`config.mk`:
```
export PLATFORM = sky130hd
export DESIGN_NAME = fu_issue_stage
export DESIGN_NICKNAME = d
export VERILOG_FILES = /design/src/rtl/fu_isa_pkg.sv /design/src/rtl/fu_sync_fifo.sv /design/src/rtl/fu_issue_stage.sv
export SDC_FILE = /design/constraint.sdc
export NUM_CORES = 1
export LEC_CHECK = 0
export ABC_AREA = 1
export CORE_MARGIN = 2
export CORE_UTILIZATION = 45
export CTS_CLUSTER_DIAMETER = 40
export DETAILED_ROUTE_END_ITERATION = 7
export DONT_BUFFER_PORTS = 1
export PLACE_DENSITY = 0.59
export RECOVER_POWER = 100
export SYNTH_ARGS = -nofsm -noshare
export SYNTH_HDL_FRONTEND = slang
export SYNTH_SLANG_ARGS = --single-unit
```
`constraint.sdc`:
```
create_clock -name CLOCK -period 5.35 [get_ports CLOCK]
set_input_delay 1.07 -clock CLOCK [delete_from_list [all_inputs] [get_ports CLOCK]]
set_output_delay 1.07 -clock CLOCK [all_outputs]
set_load 0.02 [all_outputs]
```
`src/rtl/fu_isa_pkg.sv`:
```
// rtl/fu_isa_pkg.sv - opcode constants and instruction-class helpers for the FU issue stage
// Purpose: shared data width, FU opcodes and the compare/select classifiers.
// Ports: none (package).
package fu_isa_pkg;

    localparam int DATA_W = 32;
    localparam int OP_W   = 6;

    localparam logic [OP_W-1:0] OP_ADD    = 6'b000010;
    localparam logic [OP_W-1:0] OP_SUB    = 6'b000011;
    localparam logic [OP_W-1:0] OP_ADD3   = 6'b000100;
    localparam logic [OP_W-1:0] OP_LT     = 6'b001110;
    localparam logic [OP_W-1:0] OP_EQ     = 6'b010000;
    localparam logic [OP_W-1:0] OP_SELECT = 6'b110000;

    // Compare ops produce COMPARE for the predicate flag and never write rd.
    function automatic logic is_compare(input logic [OP_W-1:0] op);
        return (op[5:4] == 2'b01) || (op[5:1] == 5'b00111);
    endfunction

    // Ops that consume the predicate flag on SELECT.
    function automatic logic uses_select(input logic [OP_W-1:0] op);
        return op[5:3] == 3'b110;
    endfunction

endpackage

```
`src/rtl/fu_sync_fifo.sv`:
```
// rtl/fu_sync_fifo.sv - synchronous FIFO holding decoded instructions
// Purpose: DEPTH x WIDTH first-word-fall-through queue.
// Ports: clk, rst (sync, active-high), push/wdata, pop/rdata, full, empty.
module fu_sync_fifo #(
    parameter int WIDTH = 8,
    parameter int DEPTH = 4
) (
    input  logic             clk,
    input  logic             rst,
    input  logic             push,
    input  logic [WIDTH-1:0] wdata,
    input  logic             pop,
    output logic [WIDTH-1:0] rdata,
    output logic             full,
    output logic             empty
);

    localparam int PW = $clog2(DEPTH);
    localparam logic [PW:0] PTR_ONE = {{PW{1'b0}}, 1'b1};

    // Pointers carry one extra wrap bit to tell full from empty.
    logic [PW:0]      wr_ptr_q, wr_ptr_d;
    logic [PW:0]      rd_ptr_q, rd_ptr_d;
    logic [WIDTH-1:0] mem_q [DEPTH];
    logic [WIDTH-1:0] mem_d [DEPTH];

    assign empty = (wr_ptr_q == rd_ptr_q);
    assign full  = (wr_ptr_q[PW] != rd_ptr_q[PW]) && (wr_ptr_q[PW-1:0] == rd_ptr_q[PW-1:0]);
    assign rdata = mem_q[rd_ptr_q[PW-1:0]];

    always_comb begin
        wr_ptr_d = wr_ptr_q;
        rd_ptr_d = rd_ptr_q;
        mem_d    = mem_q;
        if (push && !full) begin
            mem_d[wr_ptr_q[PW-1:0]] = wdata;
            wr_ptr_d = wr_ptr_q + PTR_ONE;
        end
        if (pop && !empty) begin
            rd_ptr_d = rd_ptr_q + PTR_ONE;
        end
    end

    always_ff @(posedge clk) begin
        if (rst) begin
            wr_ptr_q <= '0;
            rd_ptr_q <= '0;
        end else begin
            wr_ptr_q <= wr_ptr_d;
            rd_ptr_q <= rd_ptr_d;
        end
    end

    always_ff @(posedge clk) begin
        mem_q <= mem_d;
    end

endmodule

```
`src/rtl/fu_issue_stage.sv`:
```
// rtl/fu_issue_stage.sv - instruction buffer, register file and issue/writeback for the functional unit
// Purpose: queue instructions, read operands with writeback bypass, issue one per cycle
//          with interlocks, and write Z / COMPARE back two edges after issue.
// Ports: CLOCK/RESET; IN_* instruction push; WR_* external RF load; DBG_* RF peek;
//        PRED flag; A/B/C/INST/SELECT to FU; Z/COMPARE from FU; BUSY.
module fu_issue_stage
    import fu_isa_pkg::*;
#(
    parameter int DEPTH = 4,
    parameter int NREGS = 8,
    parameter int AW    = 3
) (
    input  logic              CLOCK,
    input  logic              RESET,
    input  logic              IN_VALID,
    output logic              IN_READY,
    input  logic [OP_W-1:0]   IN_OP,
    input  logic [AW-1:0]     IN_RD,
    input  logic [AW-1:0]     IN_RA,
    input  logic [AW-1:0]     IN_RB,
    input  logic [AW-1:0]     IN_RC,
    input  logic              WR_EN,
    input  logic [AW-1:0]     WR_ADDR,
    input  logic [DATA_W-1:0] WR_DATA,
    input  logic [AW-1:0]     DBG_ADDR,
    output logic [DATA_W-1:0] DBG_DATA,
    output logic              PRED,
    output logic [DATA_W-1:0] A,
    output logic [DATA_W-1:0] B,
    output logic [DATA_W-1:0] C,
    output logic [OP_W-1:0]   INST,
    output logic              SELECT,
    input  logic [DATA_W-1:0] Z,
    input  logic              COMPARE,
    output logic              BUSY
);

    localparam int FW = OP_W + 4 * AW;

    logic [FW-1:0]     fifo_rdata;
    logic              fifo_full, fifo_empty, fifo_push, fifo_pop;
    logic [OP_W-1:0]   head_op;
    logic [AW-1:0]     head_rd, head_ra, head_rb, head_rc;

    logic [DATA_W-1:0] rf_q [NREGS];
    logic [DATA_W-1:0] rf_d [NREGS];
    logic              pred_q, pred_d;
    logic [DATA_W-1:0] a_q, a_d, b_q, b_d, c_q, c_d;
    logic [OP_W-1:0]   inst_q, inst_d;
    logic              sel_q, sel_d;

    // ex_*: instruction on the FU inputs this cycle; wb_*: instruction whose Z/COMPARE is valid now.
    logic              ex_valid_q, ex_valid_d, ex_cmp_q, ex_cmp_d;
    logic [AW-1:0]     ex_rd_q, ex_rd_d;
    logic              wb_valid_q, wb_valid_d, wb_cmp_q, wb_cmp_d;
    logic [AW-1:0]     wb_rd_q, wb_rd_d;

    logic              wb_write, src_hit, hazard;

    fu_sync_fifo #(.WIDTH(FW), .DEPTH(DEPTH)) u_fifo (
        .clk   (CLOCK),
        .rst   (RESET),
        .push  (fifo_push),
        .wdata ({IN_OP, IN_RD, IN_RA, IN_RB, IN_RC}),
        .pop   (fifo_pop),
        .rdata (fifo_rdata),
        .full  (fifo_full),
        .empty (fifo_empty)
    );

    assign {head_op, head_rd, head_ra, head_rb, head_rc} = fifo_rdata;

    assign wb_write = wb_valid_q && !wb_cmp_q && (wb_rd_q != '0);

    // Operand read with write-through of this edge's FU writeback; external loads are not bypassed.
    function automatic logic [DATA_W-1:0] read_fwd(input logic [AW-1:0] addr);
        if (addr == '0)
            return '0;
        if (wb_write && (wb_rd_q == addr))
            return Z;
        return rf_q[addr];
    endfunction

    assign src_hit = (head_ra == ex_rd_q) || (head_rb == ex_rd_q) || (head_rc == ex_rd_q);
    assign hazard  = ex_valid_q && ((!ex_cmp_q && (ex_rd_q != '0) && src_hit) ||
                                    (ex_cmp_q && uses_select(head_op)));

    assign IN_READY  = !fifo_full;
    assign fifo_push = IN_VALID && !fifo_full;
    assign fifo_pop  = !fifo_empty && !hazard;

    always_comb begin
        rf_d = rf_q;
        if (WR_EN && (WR_ADDR != '0))
            rf_d[WR_ADDR] = WR_DATA;
        // FU writeback is applied last so it wins an address collision.
        if (wb_write)
            rf_d[wb_rd_q] = Z;
        pred_d = (wb_valid_q && wb_cmp_q) ? COMPARE : pred_q;
    end

    always_comb begin
        a_d        = a_q;
        b_d        = b_q;
        c_d        = c_q;
        inst_d     = inst_q;
        sel_d      = sel_q;
        ex_valid_d = 1'b0;
        ex_rd_d    = ex_rd_q;
        ex_cmp_d   = ex_cmp_q;
        if (fifo_pop) begin
            a_d        = read_fwd(head_ra);
            b_d        = read_fwd(head_rb);
            c_d        = read_fwd(head_rc);
            inst_d     = head_op;
            sel_d      = pred_d;
            ex_valid_d = 1'b1;
            ex_rd_d    = head_rd;
            ex_cmp_d   = is_compare(head_op);
        end
        wb_valid_d = ex_valid_q;
        wb_rd_d    = ex_rd_q;
        wb_cmp_d   = ex_cmp_q;
    end

    always_ff @(posedge CLOCK) begin
        if (RESET) begin
            for (int i = 0; i < NREGS; i++)
                rf_q[i] <= '0;
            pred_q     <= 1'b0;
            a_q        <= '0;
            b_q        <= '0;
            c_q        <= '0;
            inst_q     <= '0;
            sel_q      <= 1'b0;
            ex_valid_q <= 1'b0;
            ex_rd_q    <= '0;
            ex_cmp_q   <= 1'b0;
            wb_valid_q <= 1'b0;
            wb_rd_q    <= '0;
            wb_cmp_q   <= 1'b0;
        end else begin
            rf_q       <= rf_d;
            pred_q     <= pred_d;
            a_q        <= a_d;
            b_q        <= b_d;
            c_q        <= c_d;
            inst_q     <= inst_d;
            sel_q      <= sel_d;
            ex_valid_q <= ex_valid_d;
            ex_rd_q    <= ex_rd_d;
            ex_cmp_q   <= ex_cmp_d;
            wb_valid_q <= wb_valid_d;
            wb_rd_q    <= wb_rd_d;
            wb_cmp_q   <= wb_cmp_d;
        end
    end

    assign A        = a_q;
    assign B        = b_q;
    assign C        = c_q;
    assign INST     = inst_q;
    assign SELECT   = sel_q;
    assign PRED     = pred_q;
    assign DBG_DATA = (DBG_ADDR == '0) ? '0 : rf_q[DBG_ADDR];
    assign BUSY     = !fifo_empty || ex_valid_q || wb_valid_q;

endmodule

```
==> impl_metrics.py, run 1 <==
metrics = {
    "synthesis": {
        "avgSynthCellArea_um2": 6.19,
        "synth.cell_area_um2": 28400,
        "synth_seq_cells": 448,
        "synth_fp_nets": 4684,
        "ys_seq_area_frac": 0.341,
        "synth_warnings": 0,
        "netlist_instances": 4586,
        "synthDistinctLibCells": 36,
    },
    "cts": {
        "clockBufferDepth": 3,
        "htree_levels": 3,
        "cts-buffers-inserted": 88,
        "clock_latency_ns": 0.67,
        "numClockSinks": 448,
        "hold_buffers": 0,
        "postCtsSetupBuffers": 0,
        "clk_pin_slew_ns": 0.05,
        "cts-resized-gates": 0,
        "root_buffer": "clkbuf_16",
        "cts_tree": "done",
    },
    "sta": {
        "maxSlewViolCount": 350,
        "finalHoldViolCount": 0,
        "fin_crit_sh": 0.975,
        "max_clock_freq_mhz": 192,
        "whs_ns": 0.416,
        "setup_slack_ns": 0.135,
        "finClkSkew_ns": 0.0308,
        "tightest_slew_ns": 4.18,
        "setup_tns_ns": 0,
        "finalSetupViolCount": 0,
        "finalCriticalPeriod_ns": 5.21,
        "maxSlewHeadroom": -1.79,
        "rsz0062_at_grt": "false",
    },
    "worst_setup_path": {
        "end_kind": "output pin",
        "critPathKind": "in -> out",
        "worstPathArrival_ns": 4.14,
        "max_stage_delay_ns": 0.87,
        "required_ns": 4.28,
        "slowest_stage": "a31oi_1",
        "crit_chain": "inv_1, clkbuf_2, nand3_1, clkbuf_1, o21ai_0, a31oi_1",
        "cp_top_family": "buffers and inverters",
        "crit_path_start_kind": "input port",
        "crit_buf_inv": 3,
        "cp_max_fo": 97,
    },
    "power_and_ir_drop": {
        "cellLeakagePower_nw": 13.2,
        "p_int_mw": 10.1,
        "vdd_ir_drop_max_mv": 0.468,
        "p_comb_frac": 0.495,
        "power_density_nw_per_um2": 645,
        "swShare": 0.503,
        "clkPwrFrac": 0.285,
        "p_seq_frac": 0.221,
        "p_sw_mw": 10.2,
    },
    "placed_design": {
        "place_hpwl_um": 78700,
        "dp.cells": 5134,
        "io_buffer_count": 0,
        "placed_area_um2": 28500,
        "dpl_worst_slack_ns": 0.973,
        "place_congestion": 0.947,
    },
    "detailed_routing": {
        "vias_per_cell": 6.07,
        "wl_per_cell_um": 24.4,
        "first_pass_iters": 6,
        "drcViolationCount": 0,
        "final_antenna_net_count": 0,
        "drtIter0Drc": 4420,
        "via_count": 32200,
        "detail_route.wirelength_um": 130000,
    },
    "global_route": {
        "track_usage": 0.387,
        "first_global_vias": 28900,
        "antenna_found_initial": 3,
        "grt_pass1_wl_um": 188000,
        "grt_max_degree": 162,
        "overflow": 0,
    },
    "worst_hold_path": {
        "hold_class": "reg -> reg",
    },
    "run_status": {
        "outcome": "finished with violations",
        "violations": "capacitance limit, slew limit",
    },
    "finish": {
        "seqCellArea_um2": 9690,
        "multi_input_area_um2": 15600,
        "postLayoutCellArea_um2": 31500,
        "synthToLayoutAreaGrowth_pct": 11.1,
        "fin_cells": 5302,
        "drive_above_1_share": 0.0606,
        "final_nets": 4476,
        "num-fill-cells": 6554,
    },
    "floorplanning": {
        "initial_utilization": 0.452,
        "die_area_um2": 65100,
        "coreArea_um2": 62700,
        "die_h_um": 255,
        "io_pins": 231,
        "std_cell_rows": 92,
        "die_w_um": 255,
    },
    "job": {
        "cap_violations": 4,
    },
}
-- metrics by stage --
| step | total power, mW | util |
|---|---|---|
| 2_1_floorplan | 11.0 | - |
| 3_3_place_gp | 14.1 | 0.455 |
| 3_5_place_dp | 14.1 | 0.455 |
| 4_1_cts | 19.9 | 0.504 |
| 5_1_grt | 21.3 | 0.503 |
| 6_report | 20.3 | 0.503 |
-- power by group through the flow --
| stage | sequential [mW] | combinational (mW) | clock [mW] |
|---|---|---|---|
| after CTS | 4.49 | 9.58 | 5.81 |
| after detailed placement | 4.55 | 9.55 | 0 |
| after floorplan | 4.40 | 6.58 | 0 |
| after global placement | 4.55 | 9.52 | 0 |
| after global routing | 4.52 | 10.8 | 5.97 |
| final | 4.49 | 10.1 | 5.79 |
-- layer usage --
layer / track usage / share of wire
met1: 0.482 / 0.38
met2: 0.575 / 0.42
met3: 0.100 / 0.12
met4: 0.289 / 0.084
met5: 0 / 0.00021
-- cell usage in the layout (no fill, tap or decap), drive strengths merged --
master       n
o21ai      526
a32o         1
buf         53
clkbuf     117
a21oi      517
mux2i        1
nand2     1113
nor2       375
dfxtp      376
ha           5
clkinvlp    10
diode        3
nand3      560
nor3        21
clkinv      42
a31oi       33
xor2         5
edfxtp      72
o211ai       7
o22ai       32
a211oi     128
or2          4
xnor2        3
bufinv       8
nand3b       5
inv        439
-- sequential cells by signal, summed over array words and instances, names as in the netlist --
signal	count
wb_valid_q	1
ex_cmp_q	1
u_fifo.rd_ptr_q	3
wb_rd_q	3
ex_valid_q	1
u_fifo.wr_ptr_q	3
wb_cmp_q	1
SELECT	1
u_fifo.mem_q	72
ex_rd_q	3
PRED	1
C	32
rf_q	256
A	32
B	32
INST	6
-- kinds of logic after synthesis --
kind of cell | count (synthesis) | share of synthesized area
muxes | 1 | 0.000353
and+or+nand+nor | 2078 | 0.305
xor gates and xnor gates | 8 | 0.00247
DFF | 448 | 0.341
adders and majority gates | 5 | 0.00220
AOI/OAI and AO/OA | 1244 | 0.235
buffers and inverters | 802 | 0.114
-- synthesized netlist by cell type --
cell type	number	area share
a211oi_1	128	0.034
a21oi_1	515	0.091
a21oi_4	2	0.0011
a31oi_1	33	0.0073
a32o_1	1	0.00035
buf_1	17	0.0022
buf_2	92	0.016
buf_4	16	0.0042
buf_6	6	0.0024
clkbuf_1	236	0.031
clkinv_1	17	0.0022
dfxtp_1	376	0.27
edfxtp_1	72	0.076
ha_1	5	0.0022
inv_1	407	0.054
inv_2	11	0.0015
mux2i_1	1	0.00035
nand2_1	1108	0.15
nand2_2	3	0.00066
nand2_4	2	0.00079
nand3_1	554	0.098
nand3_2	6	0.0021
nand3b_1	5	0.0013
nor2_1	370	0.049
nor2_2	2	0.00044
nor2_4	3	0.0012
nor3_1	18	0.0032
nor3_2	3	0.0011
o211ai_1	7	0.0019
o21ai_0	519	0.092
o21ai_1	7	0.0012
o22ai_1	32	0.0071
or2_1	1	0.00022
or2_2	3	0.00066
xnor2_1	3	0.00093
xor2_1	5	0.0015
-- cell type report --
| class | count | area share |
|---|---|---|
| Antenna cell | 3 | 0.000238 |
| Sequential cell | 448 | 0.307 |
| Inverter | 435 | 0.0519 |
| Timing Repair Buffer | 69 | 0.0152 |
| Tap cell | 846 | 0.0336 |
| Clock buffer | 101 | 0.0736 |
| Clock inverter | 64 | 0.0252 |
| Multi-Input combinational cell | 3336 | 0.493 |
-- worst register-to-register path, cell delays in order (launching register included) --
cell	delay (ns)
dfxtp_1	0.32
inv_1	0.43
nand2_1	0.22
nand3_2	0.79
nand2_4	0.86
buf_4	0.56
nand2_1	0.19
clkbuf_2	0.37
o22ai_1	0.23
inv_1	0.06
nand2_1	0.40
nand2_1	0.10
nand2_1	0.09
nand3_1	0.07
nand2_1	0.10
nor2_1	0.07
-- final timing paths --
kind	slack, ns	to	cells after the start	start
worst max-delay path	0.14	DBG_DATA[31]	6	DBG_ADDR[1]
worst min-delay path	0.42	rf_q[236]	2	rf_q[236]
worst min register to register	0.42	rf_q[236]	2	rf_q[236]
worst max register to register	0.37	A[11]	15	u_fifo.rd_ptr_q[0]
(Power assumes the default switching activity.)
==> run 2: changes to the inputs <==
--- a/config.mk
+++ b/config.mk
@@ -7,11 +7,11 @@
 export LEC_CHECK = 0
 export ABC_AREA = 1
 export CORE_MARGIN = 2
-export CORE_UTILIZATION = 45
+export CORE_UTILIZATION = 35
 export CTS_CLUSTER_DIAMETER = 40
 export DETAILED_ROUTE_END_ITERATION = 7
 export DONT_BUFFER_PORTS = 1
-export PLACE_DENSITY = 0.59
+export PLACE_DENSITY = 0.48
 export RECOVER_POWER = 100
 export SYNTH_ARGS = -nofsm -noshare
 export SYNTH_HDL_FRONTEND = slang
==> run 2 against run 1 <==
  * The run still ends with capacitance limit, slew limit left
  * Cell count increased by 4.6%
  * Register-to-register slack improved by 0.50 ns
  * Critical path depth unchanged
  * Clock skew increased by 0.0054 ns
  * Sequential share of layout area decreased by 0.70 points
  * Worst hold slack improved by 0.0017 ns
  * Count of clock-buffer cells in the layout increased by 9
  * Highest routed layer unchanged
  * First-iteration DRC count decreased by 18%
  * Global-route usage decreased by 5.9 points
  * Die area increased by 28%
  * Clock power increased by 9.0%
==> impl_metrics.py, run 2 (synthesis results as in run 1) <==
metrics = {
    "cts": {
        "numClockSinks": 448,
        "cts_tree": "done",
        "cts-resized-gates": 0,
        "clockBufferDepth": 3,
        "cts-buffers-inserted": 98,
        "clock_latency_ns": 0.68,
        "root_buffer": "clkbuf_16",
        "htree_levels": 3,
        "hold_buffers": 0,
        "postCtsSetupBuffers": 0,
        "clk_pin_slew_ns": 0.04,
    },
    "run_status": {
        "outcome": "finished with violations",
        "violations": "capacitance limit, slew limit",
    },
    "worst_setup_path": {
        "cp_common_cell": "o21ai_0",
        "slowest_stage": "a31oi_1",
        "crit_chain": "inv_1, clkbuf_4, nor2_1, o21ai_0, o21ai_0, a31oi_1",
        "required_ns": 4.28,
        "end_kind": "output pin",
        "crit_buf_inv": 2,
        "worstPathArrival_ns": 3.73,
        "cp_max_fo": 161,
        "crit_path_start_kind": "input port",
        "critPathKind": "in -> out",
        "cp_top_family": "compound AO/OA/AOI/OAI gates",
        "max_stage_delay_ns": 1.02,
    },
    "power_and_ir_drop": {
        "power_density_nw_per_um2": 656,
        "p_int_mw": 10.6,
        "p_seq_frac": 0.212,
        "clkPwrFrac": 0.298,
        "vdd_ir_drop_max_mv": 0.441,
        "p_comb_frac": 0.489,
        "p_sw_mw": 10.6,
        "cellLeakagePower_nw": 13.4,
        "swShare": 0.501,
    },
    "finish": {
        "top_regs": "rf_q x256, u_fifo.mem_q x72",
        "final_cell_mix": "nand2_1, nand3_1, o21ai_0, a21oi_1, inv_1",
        "layout_commonest_cell": "nand2_1",
        "synthToLayoutAreaGrowth_pct": 13.7,
        "top_register": "rf_q",
        "drive_above_1_share": 0.0669,
        "final_nets": 4496,
        "largest_register_ffs": 256,
    },
    "placed_design": {
        "io_buffer_count": 0,
        "place_hpwl_um": 88300,
        "place_congestion": 0.952,
        "dpl_worst_slack_ns": 1.30,
    },
    "detailed_routing": {
        "via_count": 31900,
        "wl_per_cell_um": 25.2,
        "detail_route.wirelength_um": 140000,
        "vias_per_cell": 5.76,
        "final_antenna_net_count": 0,
        "drcViolationCount": 0,
        "first_pass_iters": 6,
        "drtIter0Drc": 3639,
    },
    "floorplanning": {
        "die_h_um": 289,
        "io_pins": 231,
        "coreArea_um2": 80400,
        "die_area_um2": 83400,
        "std_cell_rows": 104,
        "initial_utilization": 0.353,
        "die_w_um": 289,
    },
    "global_route": {
        "first_global_vias": 29400,
        "antenna_found_initial": 7,
        "track_usage": 0.328,
        "grt_pass1_wl_um": 204000,
        "grt_max_degree": 162,
        "overflow": 0,
    },
    "sta": {
        "finalSetupViolCount": 0,
        "maxSlewViolCount": 333,
        "fin_crit_sh": 0.898,
        "setup_slack_ns": 0.545,
        "finalHoldViolCount": 0,
        "finClkSkew_ns": 0.0362,
        "whs_ns": 0.418,
        "max_clock_freq_mhz": 208,
        "maxSlewHeadroom": -0.837,
        "tightest_slew_ns": 2.76,
        "finalCriticalPeriod_ns": 4.80,
        "setup_tns_ns": 0,
        "rsz0062_at_grt": "false",
    },
    "worst_hold_path": {
        "hold_class": "reg -> reg",
    },
    "job": {
        "cap_violations": 4,
    },
}
## run 2: worst paths after layout
path,start,slack (ns),endpoint,cells past startpoint
worst max-delay path,DBG_ADDR[0],0.55,DBG_DATA[23],6
worst min-delay path,rf_q[229],0.42,rf_q[229],2
worst max register to register,u_fifo.rd_ptr_q[0],0.87,A[3],15
worst min register to register,rf_q[229],0.42,rf_q[229],2
## run 2: layout make-up
type                            instances  area [um^2]
Antenna cell                            2         5.00
Clock buffer                          110         2570
Clock inverter                         74          903
Fill cell                            8721        48100
Inverter                              435         1640
Multi-Input combinational cell       3336        15600
Sequential cell                       448         9690
Tap cell                             1060         1330
Timing Repair Buffer                   79          601
## run 2: metrics by stage
| stage | power (mW) | area (um^2) | utilization | cells |
|---|---|---|---|---|
| after floorplan | 11.0 | 28400 | - | 4586 |
| after global placement | 14.6 | 28900 | 0.359 | 5358 |
| after detailed placement | 14.6 | 28900 | 0.359 | 5358 |
| after CTS | 20.9 | 32400 | 0.402 | 5542 |
| after global routing | 22.2 | 32300 | 0.401 | 5543 |
| final | 21.2 | 32300 | 0.401 | 5544 |
## run 2: worst min-delay path: stages (launching register included)
cell and delay, ns:
dfxtp_1 0.30, inv_1 0.05, nor2_1 0.03
## run 2: per-layer routing
metal | share of wire | track usage | routed length (um) | vias up
li1 | - | - | - | 14900
met1 | 0.40 | 0.424 | 56400 | 14900
met2 | 0.44 | 0.504 | 61200 | 1722
met3 | 0.093 | 0.0648 | 13000 | 394
met4 | 0.066 | 0.197 | 9230 | 8
met5 | 0.00035 | 0 | 49 | -
## run 2: power by group through the flow
stage | combinational [mW] | sequential (mW) | clock [mW]
final | 10.4 | 4.50 | 6.31
after global routing | 11.2 | 4.54 | 6.54
after CTS | 10.1 | 4.51 | 6.37
after detailed placement | 10.0 | 4.57 | 0
after global placement | 10.0 | 4.58 | 0
after floorplan | 6.58 | 4.40 | 0
